File: src/rtl/ddp_pkg.sv
// ddp_pkg: shared word layout helpers and frame-state type for the DDP packet loop.
//  Word layout (MSB first): {sop, eop, be[BE_W-1:0], data[DATA_W-1:0]}.
package ddp_pkg;
  localparam int DDP_DATA_W = 256;
  localparam int DDP_BE_W = 7;
  typedef enum logic {IDLE, IN_PKT} frameState_t;
  function automatic int wordW(int dataW, int beW);
    return dataW + beW + 2;
  endfunction
  function automatic int sopBit(int dataW, int beW);
    return dataW + beW + 1;
  endfunction
  function automatic int eopBit(int dataW, int beW);
    return dataW + beW;
  endfunction
  function automatic int beLsb(int dataW);
    return dataW;
  endfunction
endpackage

File: src/rtl/ddp_pkt_fifo_mem.sv
// ddp_pkt_fifo_mem: DEPTH x WIDTH flop storage, one synchronous write port, one async read port.
//  clock  : write clock
//  wrEn   : write strobe, wrAddr/wrData : write location and word
//  rdAddr : read location, rdData : combinational read of that location
module ddp_pkt_fifo_mem #(
  parameter int WIDTH = 8,
  parameter int DEPTH = 8,
  localparam int AW = $clog2(DEPTH)
) (
  input  logic             clock,
  input  logic             wrEn,
  input  logic [AW-1:0]    wrAddr,
  input  logic [WIDTH-1:0] wrData,
  input  logic [AW-1:0]    rdAddr,
  output logic [WIDTH-1:0] rdData
);
  logic [WIDTH-1:0] mem [DEPTH];
  always_ff @(posedge clock)
    if (wrEn) mem[wrAddr] <= wrData;
  assign rdData = mem[rdAddr];
endmodule

File: src/rtl/ddp_pkt_loop.sv
// ddp_pkt_loop: framed-word loopback FIFO with optional store-and-forward release and error flags.
//  clock/reset                   : core clock, async active-high reset
//  ddpPktDataIn/Push/Full        : write side ({sop,eop,be,data}); push ignored while full
//  ddpPktDataOut/Pop/Empty       : show-ahead read side; data forced to 0 while empty
//  almostFullThreshold/AlmostFull: level comparator
//  fifoLevel/pktCount            : stored words and complete stored packets
//  errClear                      : clears sticky overrun/underrun/framingErr/oversizeErr
module ddp_pkt_loop
  import ddp_pkg::*;
#(
  parameter int DATA_W = DDP_DATA_W,
  parameter int BE_W = DDP_BE_W,
  parameter int DEPTH = 8,
  parameter int STORE_FWD = 0,
  localparam int WORD_W = wordW(DATA_W, BE_W),
  localparam int PTR_W = $clog2(DEPTH)
) (
  input  logic              clock,
  input  logic              reset,
  input  logic [WORD_W-1:0] ddpPktDataIn,
  input  logic              ddpPktPush,
  output logic              ddpPktFull,
  output logic [WORD_W-1:0] ddpPktDataOut,
  input  logic              ddpPktPop,
  output logic              ddpPktEmpty,
  input  logic [PTR_W:0]    almostFullThreshold,
  output logic              ddpPktAlmostFull,
  output logic [PTR_W:0]    fifoLevel,
  output logic [PTR_W:0]    pktCount,
  input  logic              errClear,
  output logic              overrun,
  output logic              underrun,
  output logic              framingErr,
  output logic              oversizeErr
);
  localparam int SOP = sopBit(DATA_W, BE_W);
  localparam int EOP = eopBit(DATA_W, BE_W);
  logic [PTR_W:0] wrPtr, rdPtr;
  logic [WORD_W-1:0] headWord;
  logic pushOk, popOk, inSop, inEop, headEop, noPkt, releaseSf, sfStall;
  frameState_t frameState;
  ddp_pkt_fifo_mem #(.WIDTH(WORD_W), .DEPTH(DEPTH)) mem (
    .clock(clock),
    .wrEn(pushOk),
    .wrAddr(wrPtr[PTR_W-1:0]),
    .wrData(ddpPktDataIn),
    .rdAddr(rdPtr[PTR_W-1:0]),
    .rdData(headWord)
  );
  assign inSop = ddpPktDataIn[SOP];
  assign inEop = ddpPktDataIn[EOP];
  assign headEop = headWord[EOP];
  assign fifoLevel = wrPtr - rdPtr;
  assign noPkt = pktCount == '0;
  assign ddpPktFull = (wrPtr[PTR_W] != rdPtr[PTR_W]) && (wrPtr[PTR_W-1:0] == rdPtr[PTR_W-1:0]);
  // In store-and-forward mode a full FIFO holding no complete packet can never drain on its own;
  // releaseSf lets that oversize packet stream out until its eop leaves.
  assign sfStall = (STORE_FWD != 0) && ddpPktFull && noPkt;
  assign ddpPktEmpty = (fifoLevel == '0) || ((STORE_FWD != 0) && noPkt && !releaseSf);
  assign ddpPktDataOut = ddpPktEmpty ? '0 : headWord;
  assign ddpPktAlmostFull = fifoLevel >= almostFullThreshold;
  assign pushOk = ddpPktPush && !ddpPktFull;
  assign popOk = ddpPktPop && !ddpPktEmpty;
  always_ff @(posedge clock or posedge reset)
    if (reset) begin
      wrPtr <= '0;
      rdPtr <= '0;
      pktCount <= '0;
      releaseSf <= 1'b0;
      frameState <= IDLE;
      overrun <= 1'b0;
      underrun <= 1'b0;
      framingErr <= 1'b0;
      oversizeErr <= 1'b0;
    end else begin
      if (pushOk) wrPtr <= wrPtr + (PTR_W+1)'(1);
      if (popOk) rdPtr <= rdPtr + (PTR_W+1)'(1);
      pktCount <= pktCount + (PTR_W+1)'(pushOk && inEop) - (PTR_W+1)'(popOk && headEop);
      releaseSf <= sfStall ? 1'b1 : (popOk && headEop) ? 1'b0 : releaseSf;
      // A stray non-sop word while idle is stored but does not open a packet.
      if (pushOk && (inSop || frameState == IN_PKT)) frameState <= inEop ? IDLE : IN_PKT;
      overrun <= (overrun && !errClear) || (ddpPktPush && ddpPktFull);
      underrun <= (underrun && !errClear) || (ddpPktPop && ddpPktEmpty);
      // Error when sop presence disagrees with being outside a packet.
      framingErr <= (framingErr && !errClear) || (pushOk && (inSop == (frameState == IN_PKT)));
      oversizeErr <= (oversizeErr && !errClear) || sfStall;
    end
endmodule

File: config.mk
export PLATFORM = sky130hd
export DESIGN_NAME = ddp_pkt_loop
export DESIGN_NICKNAME = d
export VERILOG_FILES = /design/src/rtl/ddp_pkg.sv /design/src/rtl/ddp_pkt_fifo_mem.sv /design/src/rtl/ddp_pkt_loop.sv
export SDC_FILE = /design/constraint.sdc
export NUM_CORES = 2
export LEC_CHECK = 0
export ABC_AREA = 1
export ABC_CLOCK_PERIOD_IN_PS = 18900
export CAP_MARGIN = 20
export CORE_ASPECT_RATIO = 0.75
export CORE_MARGIN = 2
export CORE_UTILIZATION = 52
export CTS_CLUSTER_SIZE = 14
export DETAILED_ROUTE_END_ITERATION = 12
export PLACE_DENSITY = 0.8
export SLEW_MARGIN = 20
export SYNTH_ARGS = -nofsm -noshare
export SYNTH_HDL_FRONTEND = slang
export SYNTH_HIERARCHICAL = 1
export SYNTH_SLANG_ARGS = --single-unit
File: constraint.sdc
create_clock -name clock -period 18.9 [get_ports clock]
set_clock_uncertainty 0.1 [all_clocks]
set_input_delay 3.78 -clock clock [delete_from_list [all_inputs] [get_ports clock]]
set_output_delay 3.78 -clock clock [all_outputs]
set_load 0.05 [all_outputs]
# Word level (Yosys, flattened, before mapping)
# Memory sizes are Yosys's and may differ from the RTL's.
# Index checks and enable logic that the tools add are counted.
[totals]
reg_bits = 17
ramBits = 2120
inputBits = 274
output_inout_bits = 280
wordCells = 43
memories = 1
[memory_table]
columns = ["memory", "depth", "width", "rd", "rd_ports_with_merged_regs", "write_ports", "line", "source"]
rows = [
  ["mem.mem", 8, 265, 1, 0, 1, "ddp_pkt_fifo_mem.sv:17", "logic [WIDTH-1:0] mem [DEPTH];"],
]
[op_classes]
n_addsub = 5
order_cmp = 1
eq_ne = 3
muxes = 4
reduce_logical = 21
[op_table]
columns = ["cell", "count"]
rows = [
  ["two-way mux 265 bit", 1],
  ["logical AND 1 bit", 13],
  ["adder 4 x 1 -> 4 bit (second input constant)", 2],
  ["adder 4 x 1 -> 4 bit", 1],
  [">= comparator 4 bit", 1],
  ["logical NOT 4 bit", 1],
  ["logical OR 1 bit", 4],
  ["subtractor 4 x 1 -> 4 bit", 1],
  ["subtractor 4 bit", 1],
  ["== test 3 bit", 1],
  ["logical NOT 1 bit", 3],
  ["two-way mux 1 bit", 3],
  ["== test 1 bit", 1],
  ["!= test 1 bit", 1],
]

# Depth between registers and ports, before layout
[logic_depth]
ltp_word = 7
depth_mapped = 19
ltp_nobuf = 17

# Cells and area by module
# Netlist, hierarchy kept.
[modules_own_cells]
columns = ["module", "n_inst", "cells_each", "area_each_um2", "seq_area_each_um2"]
rows = [
  ["ddp_pkt_fifo_mem", 1, 9176, 92029.5, 63661.1],
  ["ddp_pkt_loop", 1, 692, 3280.6, 425.4],
]

# Least setup slack after synthesis
# No wires, ideal clock.
[synth_timing]
path_type = "input to register"
from = "input ddpPktPush"
to = "memory mem/mem[1][0] (netlist name) (enable)"
setup_ns = 0.898
arrival_ns = 15.196
t_required_ns = 17.902
slack_ns = 2.706
path_stages = 4
path_buffers = 0
path_cell_list = "inv_1 > nor2_2 > nand2_1 > nor2_1"
[synth_via]
elab_chain_len = 3
[synth_lines]
columns = ["item", "line", "source"]
rows = [
  ["start, declared", "ddp_pkt_loop.sv:21", "input logic ddpPktPush,"],
  ["logical AND 1 bit", "ddp_pkt_loop.sv:62", "assign pushOk = ddpPktPush && !ddpPktFull;"],
  ["net pushOk", "ddp_pkt_loop.sv:40", "logic pushOk, popOk, inSop, inEop, headEop, noPkt, releaseSf, sfStall;"],
  ["two-way mux 1 bit", "ddp_pkt_fifo_mem.sv:19", "if (wrEn) mem[wrAddr] <= wrData;"],
  ["two-way mux 1 bit (implied by the code)", "ddp_pkt_fifo_mem.sv:19", ""],
  ["end, declared", "ddp_pkt_fifo_mem.sv:17", ""],
]
# The timed path passes the listed nets, and every way through them passes these cells.

# Worst setup path in the final report
[layout_timing]
from = "register rdPtr[0]"
to = "output ddpPktDataOut[88]"
[layout_via]
elab_cells_between_ends = 4
classes_between = "add/sub (1); mux (1); reduce/logical (1); memory (1)"
[layout_lines]
columns = ["item", "line", "source"]
rows = [
  ["start, declared", "ddp_pkt_loop.sv:38", "logic [PTR_W:0] wrPtr, rdPtr;"],
  ["start signal, assigned", "ddp_pkt_loop.sv:77", "if (popOk) rdPtr <= rdPtr + (PTR_W+1)'(1);"],
  ["memory (8 x 265 bit)", "--", ""],
  ["net headWord[88]", "ddp_pkt_loop.sv:39", "logic [WORD_W-1:0] headWord;"],
  ["two-way mux 265 bit", "ddp_pkt_loop.sv:60", "assign ddpPktDataOut = ddpPktEmpty ? '0 : headWord;"],
  ["end, declared", "ddp_pkt_loop.sv:23", "output logic [WORD_W-1:0] ddpPktDataOut,"],
]
# The timed path passes the listed nets, and every way through them passes these cells.

==> impl_metrics.ini <==
[status]
run_status = completed

[yosys]
yosysWarnings = 6
ys_seq_area_frac = 0.672
syn-num-nets = 10200
ys_ff_latch = 2137
syn_avg_cell_area_sq_um = 9.66
yosysUniqueCellTypes = 23
synth_cells = 9868
synth_area_sq_um = 95300

[min_path]
min_path_type = reg2reg
hold_path_depth = 2
hold_end = frameState
min_from = frameState

[final_layout]
nets = 10500
final_layout_size_suffix_gt1_frac = 0.0338
final_common_cell = nand2_1
syn_to_final_growth_pct = 13.8
final_cell_mix = 3,747 x nand2_1, 2,412 x inv_1, 2,120 x edfxtp_1

[worst_setup_path]
required_ns = 15.02
path_class = reg2out
timing.rr.start = rdPtr[2]
endpoint_kind = primary output
crit_start = rdPtr[0]
cp_data_arrival_time_ns = 6.52
ff2ff_path_depth = 9
timing.rr.end = mem/mem[5][181]
startpoint_type = flip-flop
critPathMaxFanout = 164
ff2ff_setup_slack_ns = 13.25

[power_and_ir_drop]
power_density_nw_per_um2 = 179
p_leak_nw = 50.5
power.internal_mw = 10.6
p_switching_mw = 8.81
p_clk_frac = 0.192
power_frac_seq = 0.319
total_power_mw = 19.4
switching_share = 0.454
pwr-share-comb = 0.489
ir_worst_vdd_v = 0.000236

[timing]
rsz0062_at_grt = false
fmax_mhz = 96.1
relSlewSlack = 0.208
slew_viol_final = 0
worst_pin_slew_ns = 1.19
min_period_ns = 10.40
finalSetupTns_ns = 0
fin_crit_sh = 0.550
finalSetupViolCount = 0
hold_viol = 0

[clock_tree]
post_cts_resized = 0
ctsLongestPathBuffers = 3
cts.sinks = 2137
cts_setup_buffers = 0
tritoncts = yes
htreeDepth = 4
numCtsBuffers = 198
clk_latency_ns = 0.83
clk_root_buffer_cell = clkbuf_16
hold_buffers = 0
clkTransAtPathRegs_ns = 0.06

[route]
drtIter0Drc = 7458
vias = 65600
post_drt_wl_per_cell_microns = 17.8
dr.pass1.iters = 6
drt-total-wl_mm = 230
drc = 0
antenna_left = 0
via_per_inst = 5.09

[placed_design]
hpwl_mm = 121
place_congestion = 0.804
io_buffer_count = 553

[global_route]
grt_pass1_wl_mm = 353
overflow = 0
antenna_found_initial = 52
grt_max_degree = 228
grt_usage = 0.241
first_global_vias = 64300

[floorplanning]
die_w_microns = 498
die_area_sq_um = 187000
fp.dieH_microns = 375
core_sq_um = 183000
io_pins = 554
core.rowCount = 136
initial_core_util = 0.522

[run]
drv_cap = 0
## worst max-delay path, cell delays in order, from the launching register on
cell             delay [ns]
dfrtp_4                0.64
inv_8                  0.75
buf_4                  0.90
buf_4                  0.79
buf_4                  0.88
nand2_1                0.19
nand3_1                0.14
nand2_1                0.07
nand2_1                0.07
nand2_1                0.09
nand2_1                0.10
inv_1                  0.06
clkdlybuf4s50_1        0.70
## per-layer routing
layer	routed length [microns]	share of wire	GRT usage	vias to the layer above
met5	147	0.00064	0	-
met4	7620	0.033	0.0977	22
met3	20600	0.090	0.0448	481
met2	112000	0.49	0.407	2917
met1	89300	0.39	0.308	31100
li1	-	-	-	31100
## power by group through the flow
stage	Sequential (mW)	Clock, mW	Combinational (mW)
6_report	6.19	3.73	9.48
5_1_grt	6.24	3.96	10.2
4_1_cts	6.19	3.78	9.47
3_5_place_dp	6.29	0	9.40
3_3_place_gp	6.26	0	9.25
2_1_floorplan	6.56	0	6.46
## layout make-up
| type | instances | area, sq um |
|---|---|---|
| Sequential cell | 2137 | 64100 |
| Clock buffer | 259 | 5200 |
| Antenna cell | 44 | 110 |
| Tap cell | 2415 | 3020 |
| Clock inverter | 106 | 757 |
| Timing Repair Buffer | 629 | 6260 |
| Multi-Input combinational cell | 4869 | 19900 |
| Inverter | 2421 | 9110 |
| Fill cell | 14200 | 74300 |
## stage by stage
stage / cell area (sq um) / instances / util / setup slack (ns) / hold slack [ns]
after floorplan: 95300 / 9868 / - / 2.71 / 0.353
after global placement: 102000 / 12500 / 0.560 / 9.29 / 0.367
after detailed placement: 102000 / 12500 / 0.560 / 9.36 / 0.387
after CTS: 108000 / 12800 / 0.593 / 8.56 / 0.403
after global routing: 108000 / 12900 / 0.593 / 8.19 / 0.423
final: 108000 / 12900 / 0.594 / 8.50 / 0.405
## logic make-up after synthesis
group           synth area share
flops                      0.672
xor+xnor                0.000643
compound gates          0.000446
buf+inv                    0.120
simple gates               0.205
fa+ha+maj                0.00226
## flip-flops by register name, summed over array words and instances (netlist names)
register,count
rdPtr,4
wrPtr,4
underrun,1
framingErr,1
frameState,1
mem/mem,2120
overrun,1
oversizeErr,1
pktCount,4
## Yosys cell counts (all sizes together)
library cell  count  share of area
a21oi             3        0.00016
buf             318          0.019
clkbuf          123         0.0049
dfrtp            17         0.0045
edfxtp         2120           0.67
fa                2        0.00042
ha               14         0.0018
inv            2421          0.095
nand2          3747           0.15
nand3          1072          0.056
nand4             1       0.000066
nor2             17        0.00070
o211ai            1       0.000079
o21ai             4        0.00021
or2               1       0.000066
xnor2             3        0.00028
xor2              4        0.00037
## worst max path at each step
stage                          to  slack (ns)  cells after the start
6_report        ddpPktDataOut[88]        8.50                     12
5_1_grt        ddpPktDataOut[120]        8.19                     12
4_1_cts         ddpPktDataOut[88]        8.56                     12
3_5_place_dp     ddpPktAlmostFull        9.36                      8
3_3_place_gp     ddpPktAlmostFull        9.29                      8
2_1_floorplan       mem/mem[1][0]        2.71                      4
Power figures use the tool's default switching activity.
